===== src/rtl/fp_mul_if.sv =====
// fp_mul_if: operand/result handshake bundle for the pipelined FP multiplier.
interface fp_mul_if #(
   parameter int EXP_W = 8,
   parameter int MAN_W = 23
);
   localparam int W = 1 + EXP_W + MAN_W;
   logic         in_valid;
   logic         in_ready;
   logic [W-1:0] in_a;
   logic [W-1:0] in_b;
   logic         out_valid;
   logic         out_ready;
   logic [W-1:0] out_z;
   logic [3:0]   out_flags;
   modport master(output in_valid, in_a, in_b, out_ready,
                  input in_ready, out_valid, out_z, out_flags);
   modport slave(input in_valid, in_a, in_b, out_ready,
                 output in_ready, out_valid, out_z, out_flags);
endinterface


===== src/rtl/fp_mul_pipe.sv =====
// fp_mul_pipe: 3-stage IEEE-754-style multiplier, RNE rounding, DAZ/FTZ, flags {invalid, overflow, underflow, inexact}.
module fp_mul_pipe #(
   parameter int EXP_W = 8,
   parameter int MAN_W = 23
) (
   input logic    clk,
   input logic    rst,
   fp_mul_if.slave bus
);
   localparam int W    = 1 + EXP_W + MAN_W;
   localparam int BIAS = 2 ** (EXP_W - 1) - 1;
   localparam int EMAX = 2 ** EXP_W - 1;
   localparam int EW2  = EXP_W + 2;
   localparam int PW   = 2 * MAN_W + 2;
   localparam logic [W-1:0] QNAN = {1'b0, {EXP_W{1'b1}}, 1'b1, {(MAN_W-1){1'b0}}};
   logic adv;
   logic [EXP_W-1:0] ea, eb;
   logic [MAN_W-1:0] fa, fb;
   logic a_nan, b_nan, a_inf, b_inf, a_zero, b_zero, any_nan, any_inf, any_zero, snan, sgn, spec;
   logic [W-1:0] spec_z;
   logic [3:0] spec_f;
   logic [EW2-1:0] esum;
   logic v1, s1, sp1;
   logic [EW2-1:0] e1;
   logic [MAN_W:0] ma1, mb1;
   logic [W-1:0] spz1;
   logic [3:0] spf1;
   logic v2, s2, sp2;
   logic [EW2-1:0] e2;
   logic [PW-1:0] p2;
   logic [W-1:0] spz2;
   logic [3:0] spf2;
   logic [PW-1:0] nrm;
   logic [MAN_W-1:0] frac, frac_r;
   logic guard, sticky, rnd, cy, ovf, unf;
   logic [EW2-1:0] exp_f;
   logic [W-1:0] res_z;
   logic [3:0] res_f;
   logic ov;
   logic [W-1:0] oz;
   logic [3:0] of;
   assign adv = !ov || bus.out_ready;
   assign bus.in_ready = adv;
   assign bus.out_valid = ov;
   assign bus.out_z = oz;
   assign bus.out_flags = of;
   assign ea = bus.in_a[W-2:MAN_W];
   assign eb = bus.in_b[W-2:MAN_W];
   assign fa = bus.in_a[MAN_W-1:0];
   assign fb = bus.in_b[MAN_W-1:0];
   assign a_nan = &ea && |fa;
   assign b_nan = &eb && |fb;
   assign a_inf = &ea && !(|fa);
   assign b_inf = &eb && !(|fb);
   // a zero exponent covers subnormals too: they are flushed to zero on input
   assign a_zero = ~|ea;
   assign b_zero = ~|eb;
   assign any_nan = a_nan || b_nan;
   assign any_inf = a_inf || b_inf;
   assign any_zero = a_zero || b_zero;
   assign snan = (a_nan && !fa[MAN_W-1]) || (b_nan && !fb[MAN_W-1]);
   assign sgn = bus.in_a[W-1] ^ bus.in_b[W-1];
   assign spec = any_nan || any_inf || any_zero;
   assign spec_z = any_nan ? QNAN :
                   (any_inf && any_zero) ? QNAN :
                   any_inf ? {sgn, {EXP_W{1'b1}}, {MAN_W{1'b0}}} :
                   {sgn, {(W-1){1'b0}}};
   assign spec_f = any_nan ? {snan, 3'b000} : (any_inf && any_zero) ? 4'b1000 : 4'b0000;
   assign esum = EW2'(ea) + EW2'(eb) - EW2'(BIAS);
   assign nrm = p2[PW-1] ? p2 : p2 << 1;
   assign frac = nrm[PW-2:MAN_W+1];
   assign guard = nrm[MAN_W];
   assign sticky = |nrm[MAN_W-1:0];
   assign rnd = guard && (sticky || frac[0]);
   assign {cy, frac_r} = {1'b0, frac} + (MAN_W+1)'(rnd);
   assign exp_f = e2 + EW2'(p2[PW-1]) + EW2'(cy);
   assign ovf = !exp_f[EW2-1] && (exp_f[EW2-2:0] >= (EW2-1)'(EMAX));
   assign unf = exp_f[EW2-1] || (exp_f == '0);
   assign res_z = sp2 ? spz2 :
                  ovf ? {s2, {EXP_W{1'b1}}, {MAN_W{1'b0}}} :
                  unf ? {s2, {(W-1){1'b0}}} :
                  {s2, exp_f[EXP_W-1:0], frac_r};
   assign res_f = sp2 ? spf2 : ovf ? 4'b0101 : unf ? 4'b0011 : {3'b000, guard || sticky};
   always_ff @(posedge clk) begin
      if (rst) begin
         v1 <= 1'b0;
         v2 <= 1'b0;
         ov <= 1'b0;
         oz <= '0;
         of <= '0;
      end else if (adv) begin
         v1 <= bus.in_valid;
         s1 <= sgn;
         e1 <= esum;
         ma1 <= {1'b1, fa};
         mb1 <= {1'b1, fb};
         sp1 <= spec;
         spz1 <= spec_z;
         spf1 <= spec_f;
         v2 <= v1;
         s2 <= s1;
         e2 <= e1;
         p2 <= PW'(ma1) * PW'(mb1);
         sp2 <= sp1;
         spz2 <= spz1;
         spf2 <= spf1;
         ov <= v2;
         oz <= res_z;
         of <= res_f;
      end
   end
endmodule


===== src/flat_wrapper.sv =====
// flat-port wrapper written by rule: the top's interface ports become plain ports
module fp_mul_pipe_flat 
#(
   parameter int EXP_W = 8,
   parameter int MAN_W = 23
)
  (clk, rst, bus_in_valid, bus_in_a, bus_in_b, bus_out_ready, bus_in_ready, bus_out_valid, bus_out_z, bus_out_flags);
  fp_mul_if #(.EXP_W(EXP_W), .MAN_W(MAN_W)) bus_i ();
  input logic clk;
  input logic rst;
  input wire logic [$bits(bus_i.in_valid)-1:0] bus_in_valid;
  input wire logic [$bits(bus_i.in_a)-1:0] bus_in_a;
  input wire logic [$bits(bus_i.in_b)-1:0] bus_in_b;
  input wire logic [$bits(bus_i.out_ready)-1:0] bus_out_ready;
  output wire logic [$bits(bus_i.in_ready)-1:0] bus_in_ready;
  output wire logic [$bits(bus_i.out_valid)-1:0] bus_out_valid;
  output wire logic [$bits(bus_i.out_z)-1:0] bus_out_z;
  output wire logic [$bits(bus_i.out_flags)-1:0] bus_out_flags;
  assign bus_i.in_valid = bus_in_valid;
  assign bus_i.in_a = bus_in_a;
  assign bus_i.in_b = bus_in_b;
  assign bus_i.out_ready = bus_out_ready;
  assign bus_in_ready = bus_i.in_ready;
  assign bus_out_valid = bus_i.out_valid;
  assign bus_out_z = bus_i.out_z;
  assign bus_out_flags = bus_i.out_flags;
  fp_mul_pipe #(.EXP_W(EXP_W), .MAN_W(MAN_W)) u_core (.clk(clk), .rst(rst), .bus(bus_i));
endmodule

===== config.mk =====
export PLATFORM = sky130hd
export DESIGN_NAME = fp_mul_pipe_flat
export DESIGN_NICKNAME = d
export VERILOG_FILES = /design/src/rtl/fp_mul_if.sv /design/src/rtl/fp_mul_pipe.sv /design/src/flat_wrapper.sv
export SDC_FILE = /design/constraint.sdc
export NUM_CORES = 2
export LEC_CHECK = 0
export CAP_MARGIN = 20
export CORE_ASPECT_RATIO = 1.2
export CORE_MARGIN = 5
export CORE_UTILIZATION = 47
export CTS_BUF_LIST = sky130_fd_sc_hd__clkbuf_16
export CTS_CLUSTER_DIAMETER = 200
export DETAILED_ROUTE_END_ITERATION = 10
export PLACE_DENSITY = 0.67
export SLEW_MARGIN = 20
export SYNTH_ARGS = -nofsm -noshare
export SYNTH_HDL_FRONTEND = slang
export SYNTH_SLANG_ARGS = --single-unit

===== constraint.sdc =====
create_clock -name clk -period 11.2 [get_ports clk]
set_clock_uncertainty 0.05 [all_clocks]
set_input_delay 1.68 -clock clk [delete_from_list [all_inputs] [get_ports clk]]
set_output_delay 1.68 -clock clk [all_outputs]
set_load 0.01 [all_outputs]

* Word level (Yosys, flattened, before mapping)
Cells that the tools add are included.
** Word-level totals
- Logic and storage cells :: 75
- Input port bits :: 68
- Bits in registers :: 229
** Cells by class
- Add/subtract/negate cells :: 5
- Bitwise logic cells :: 2
- Reduce and logical (&&, ||, !) cells :: 37
- Multipliers :: 1
- Multiplexer cells :: 10
- Order comparisons :: 1
** Operator list (count)
- $mux 31 :: 3
- $reduce_or 23->1 :: 3
- $mul 24x24->48 :: 1
- $mux 47 :: 1
- $mux 32 :: 1
- $add 23x1->24 :: 1
- $add 10x1->10 :: 2
- $mux 4 :: 4
- $reduce_and 8->1 :: 2
- $reduce_or 8->1 :: 2
- $logic_not 10->1 :: 1
- $logic_or 1x1->1 :: 10
- $sub 10x7->10 const B :: 1
- $add 8x8->9 :: 1
- $ge 9x8->1 const B :: 1
- $logic_and 1x1->1 :: 9
- $logic_not 1->1 :: 8
- $mux 2 :: 1
- $reduce_and 2->1 :: 1
- $reduce_or 2->1 :: 1
- $not 1->1 :: 1
- $xor 1x1->1 :: 1

* Logic depth before layout (Yosys ltp)
- Depth in word-level cells :: 11
- Gate-level depth with buffers :: 27

* Worst setup path before layout
Ideal clock, no wire load.
- Path type :: input to register
- From :: input port bus_out_ready
- To :: register u_core.oz[19] (netlist: u_core.bus.out_z[19])
- Arrival time :: 9072 ps
- Buffers on the path :: 2
- Data required time :: 11089 ps
- Stages :: 7
- Setup slack :: 2017 ps
- Path through :: nor2b_1 clkbuf_1 nor2_1 nand3b_1 nor2_2 buf_2 a32o_1
** Between the ends
- Cells in the longest elaborated chain, start to end :: 1
** Ends and longest elaborated chain
- start: declaration :: RTL line flat_wrapper.sv:14 : input wire logic [$bits(bus_i.out_ready)-1:0] bus_out_ready;
- $logic_or 1x1->1 :: RTL line fp_mul_pipe.sv:42 : assign adv = !ov || bus.out_ready;
- end signal: assignment :: RTL line fp_mul_pipe.sv:108 : oz <= res_z;
- end: declaration :: RTL line fp_mul_pipe.sv:40 : logic [W-1:0] oz;
Every way passes these cells.
A chain may end at the register's enable or synchronous reset.

* Final worst setup path
- From :: register u_core.mb1[8]
- To :: register u_core.p2[36], data pin
** Between the ends
- Cells in the longest elaborated chain, start to end :: 1
** Ends and longest elaborated chain
- start: declaration :: RTL line fp_mul_pipe.sv:25 : logic [MAN_W:0] ma1, mb1;
- start signal: assignment :: RTL line fp_mul_pipe.sv:96 : mb1 <= {1'b1, fb};
- $mul 24x24->48 :: RTL line fp_mul_pipe.sv:103 : p2 <= PW'(ma1) * PW'(mb1);
- end signal: assignment :: RTL line fp_mul_pipe.sv:103
- end: declaration :: RTL line fp_mul_pipe.sv:30 : logic [PW-1:0] p2;
Every way passes these cells.

==> metrics.md <==
| Metric | Value |
|---|---|
| Nets | 3417 |
| Least-Margin Pin Slew | between 1 and 1.5 ns |
| CTS Hold Bufs | 0 |
| Initial drt markers | 1390 |
| Worst Path Required | 11.40 ns |
| Synth warn | 0 |
| Max Clk Rate | 122.5 MHz |
| Async set-reset flop share out of synthesis | 0% |
| CTS tree | yes |
| Row Count | 93 |
| CTS max path bufs | 2 |
| Final ANT Viol Nets | 0 |
| I/O pin count | 106 |
| CTS Buf Count | 17 |
| CP endpoint kind | flip-flop |
| Tmin final | 8.166 ns |
| CP peak stage delay | between 0.8 and 0.9 ns |
| Share of cells above drive strength 1 | under 10% |
| Final wirelength | 70720 µm |
| Max Slew Vio Count | 0 |
| Mapped Area | between 20000 and 30000 µm² |
| Crit Path Max Fanout | 16 |
| Sequential cell area fraction in the yosys report | 17.88% |
| 1st-pass router iterations | 5 |
| Post-detail-place hpwl | around 55000 µm |
| Final Cycle Share | 72.91% |
| Rel. slew slack | 22.38% |
| RePlAce Congestion | 1.006 |
| Gr usage total | 24.58% |
| Distinct cells, synth | 70 |
| Largest net degree at the start of global routing | 78 |
| Setup Viol. Count Final | 0 |
| Status | completed |
| Startpoint types | flip-flop |
| Syn avg cell area | 9.674 µm² |
| DRC viols | 0 |
| Fillers | 4890 |
| TritonCTS Sinks | 165 |
| Clock Pin Slew Worst Setup and Hold Paths | 0.09 ns |
| Slowest stage cell, crit path | edfxtp_1 |
| Post-Synthesis Cells | 2639 |
| Synth Register Bits | 165 |
| Vias/cell | 5.401 |
| Vias in the first global route | 20245 |
| Most common cell on crit path | fa_1 |
| Initial antenna violation count | 1 |
| Post-CTS sizing | 0 |
| DIE HEIGHT | ~270 µm |
| GRT overflow | 0 |
| Final setup TNS | 0 ns |
| Worst Path Arrival | 8.37 ns |
| Clock Latency Late Sink | 0.50 ns |
| Core area | between 50000 and 60000 µm² |
| Leading register cell type out of synthesis | edfxtp_1 |
| Routed wire per std cell | 20.76 µm |
| Port-buffer cells | between 100 and 150 |
| Initial core utilization | 47.49% |
| First-pass GRT wire length | 112800 µm |
| Die width | 222.8 µm |
| Vias | approximately 18000 |
| Unrepaired setup endpoints after global routing | false |
| Post-synth EDFFs | about 130 |
| Critical path type | reg -> reg |
| Maxcap violations | 0 |
| Htree depth | 4 |
| Hold Path Class | reg -> reg |
| DIE AREA | 59100 µm² |
| Post-CTS setup buffers | 0 |
| CTS root buffer | clkbuf_16 |
| Final Hold Vio Count | 0 |
| Area delta synth->final | 9.557% |
| Mapped Nets | between 3000 and 4000 |
-- critical path: cells and delay by family, from the launching register on --
| family | cells | cell delay (ns) |
|---|---|---|
| AND/OR/NAND/NOR | 3 | 0.67 |
| adder cells (fa/ha/maj) | 8 | 3.76 |
| flip-flops | 1 | 0.87 |
| XOR/XNOR | 1 | 0.14 |
| buffers and inverters | 7 | 0.86 |
| AO/OA/AOI/OAI | 6 | 1.55 |
-- cells in the mapped netlist, types with 7 or more instances --
cell type | count | area share [%]
a21o_1 | 34 | 1.0
a21oi_1 | 72 | 1.4
a22o_1 | 21 | 0.72
and2_1 | 250 | 6.1
and3_1 | 7 | 0.17
buf_1 | 7 | 0.10
clkbuf_1 | 106 | 1.6
dfxtp_1 | 39 | 3.1
edfxtp_1 | 126 | 15
fa_1 | 484 | 38
ha_1 | 185 | 9.1
inv_1 | 565 | 8.3
mux2i_1 | 11 | 0.43
nand2_1 | 319 | 4.7
nand3_1 | 28 | 0.55
nand4_1 | 25 | 0.61
nor2_1 | 92 | 1.4
nor3_1 | 10 | 0.20
nor4_1 | 21 | 0.51
o21ai_0 | 29 | 0.57
o22ai_1 | 9 | 0.22
xnor2_1 | 50 | 1.7
xor2_1 | 47 | 1.6
-- per-layer routing --
| layer | part of all wire [%] | track usage [%] |
|---|---|---|
| met2 | 49 | 41.61 |
| met1 | 39 | 30.47 |
| met4 | 5.3 | 11.89 |
| met3 | 6.9 | 4.680 |
| met5 | 0.018 | 0 |
-- flip-flops by register name, indices dropped and copies added (netlist names), 3 cells and up --
signal,count
u_core.ma1,23
u_core.p2,48
u_core.spz2,3
u_core.bus.out_z,32
u_core.spz1,3
u_core.bus.out_flags,4
u_core.mb1,23
u_core.e1,10
u_core.e2,10
-- stage by stage --
stage | instance area, µm² | cells | setup WS [ns] | util, % | hold slack [ns]
after detailed placement | 27270 | 3370 | 3.123 | 50.73 | 0.3561
after CTS | 27910 | 3402 | 3.123 | 51.92 | 0.3731
after global routing | 27970 | 3405 | 2.673 | 52.02 | 0.3804
after global placement | 27240 | 3368 | 3.244 | 50.68 | 0.3510
after floorplan | 25530 | 2639 | 2.017 | - | 0.3503
final | 27970 | 3406 | 3.034 | 52.03 | 0.3717
-- cell usage in the layout, fill, tap and decap left out, types with 6 or more instances in the layout --
cell type,count
nor2b_1,6
nand2_1,319
a21o_1,34
and2_1,250
clkdlybuf4s50_1,105
clkbuf_16,18
nand4_1,25
nor3_1,10
mux2i_1,11
a22o_1,21
edfxtp_1,126
nor2_1,91
nand3_1,28
a211oi_1,6
dfxtp_1,39
a31oi_1,6
fa_1,484
o21bai_1,6
xor2_1,47
xnor2_1,50
buf_4,32
inv_1,565
a21oi_1,72
and3_1,7
o21ai_0,29
o22ai_1,9
nor4_1,21
ha_1,185
-- final timing paths --
kind / from / endpoint / slack (ns) / cells past startpoint
hold / removal: u_core.e1[8] / u_core.e2[8] / 0.37 / 0
setup reg to reg: u_core.mb1[8] / u_core.p2[36] / 3.03 / 25
hold reg to reg: u_core.e1[8] / u_core.e2[8] / 0.37 / 0
setup / recovery: u_core.mb1[8] / u_core.p2[36] / 3.03 / 25
-- area by class of cell --
class                   instances  area (µm²)  area share, %
diodes                          1       2.502       0.008947
clock buffers                  18       450.4          1.610
clock inverters                14       187.7         0.6710
inverters                     570        2140          7.650
multi-input cells            1784       18360          65.64
flip-flops and latches        165        4564          16.32
well taps                     712       890.9          3.185
repair buffers                142        1375          4.916
-- kinds of logic (layout without fill, tap and decap cells) --
logic type	after synthesis	count (layout)	share of synthesized area, %
compound gates	221	221	5.739
xor+xnor	97	97	3.328
fa+ha+maj	669	669	47.02
buf+inv	690	744	10.24
flops	165	165	17.88
mux	16	16	0.6518
other cells	0	1	0
simple gates	781	781	15.14
Power is not shown: default switching activity piles up to over one toggle a cycle in this logic, so the estimate is an artifact.
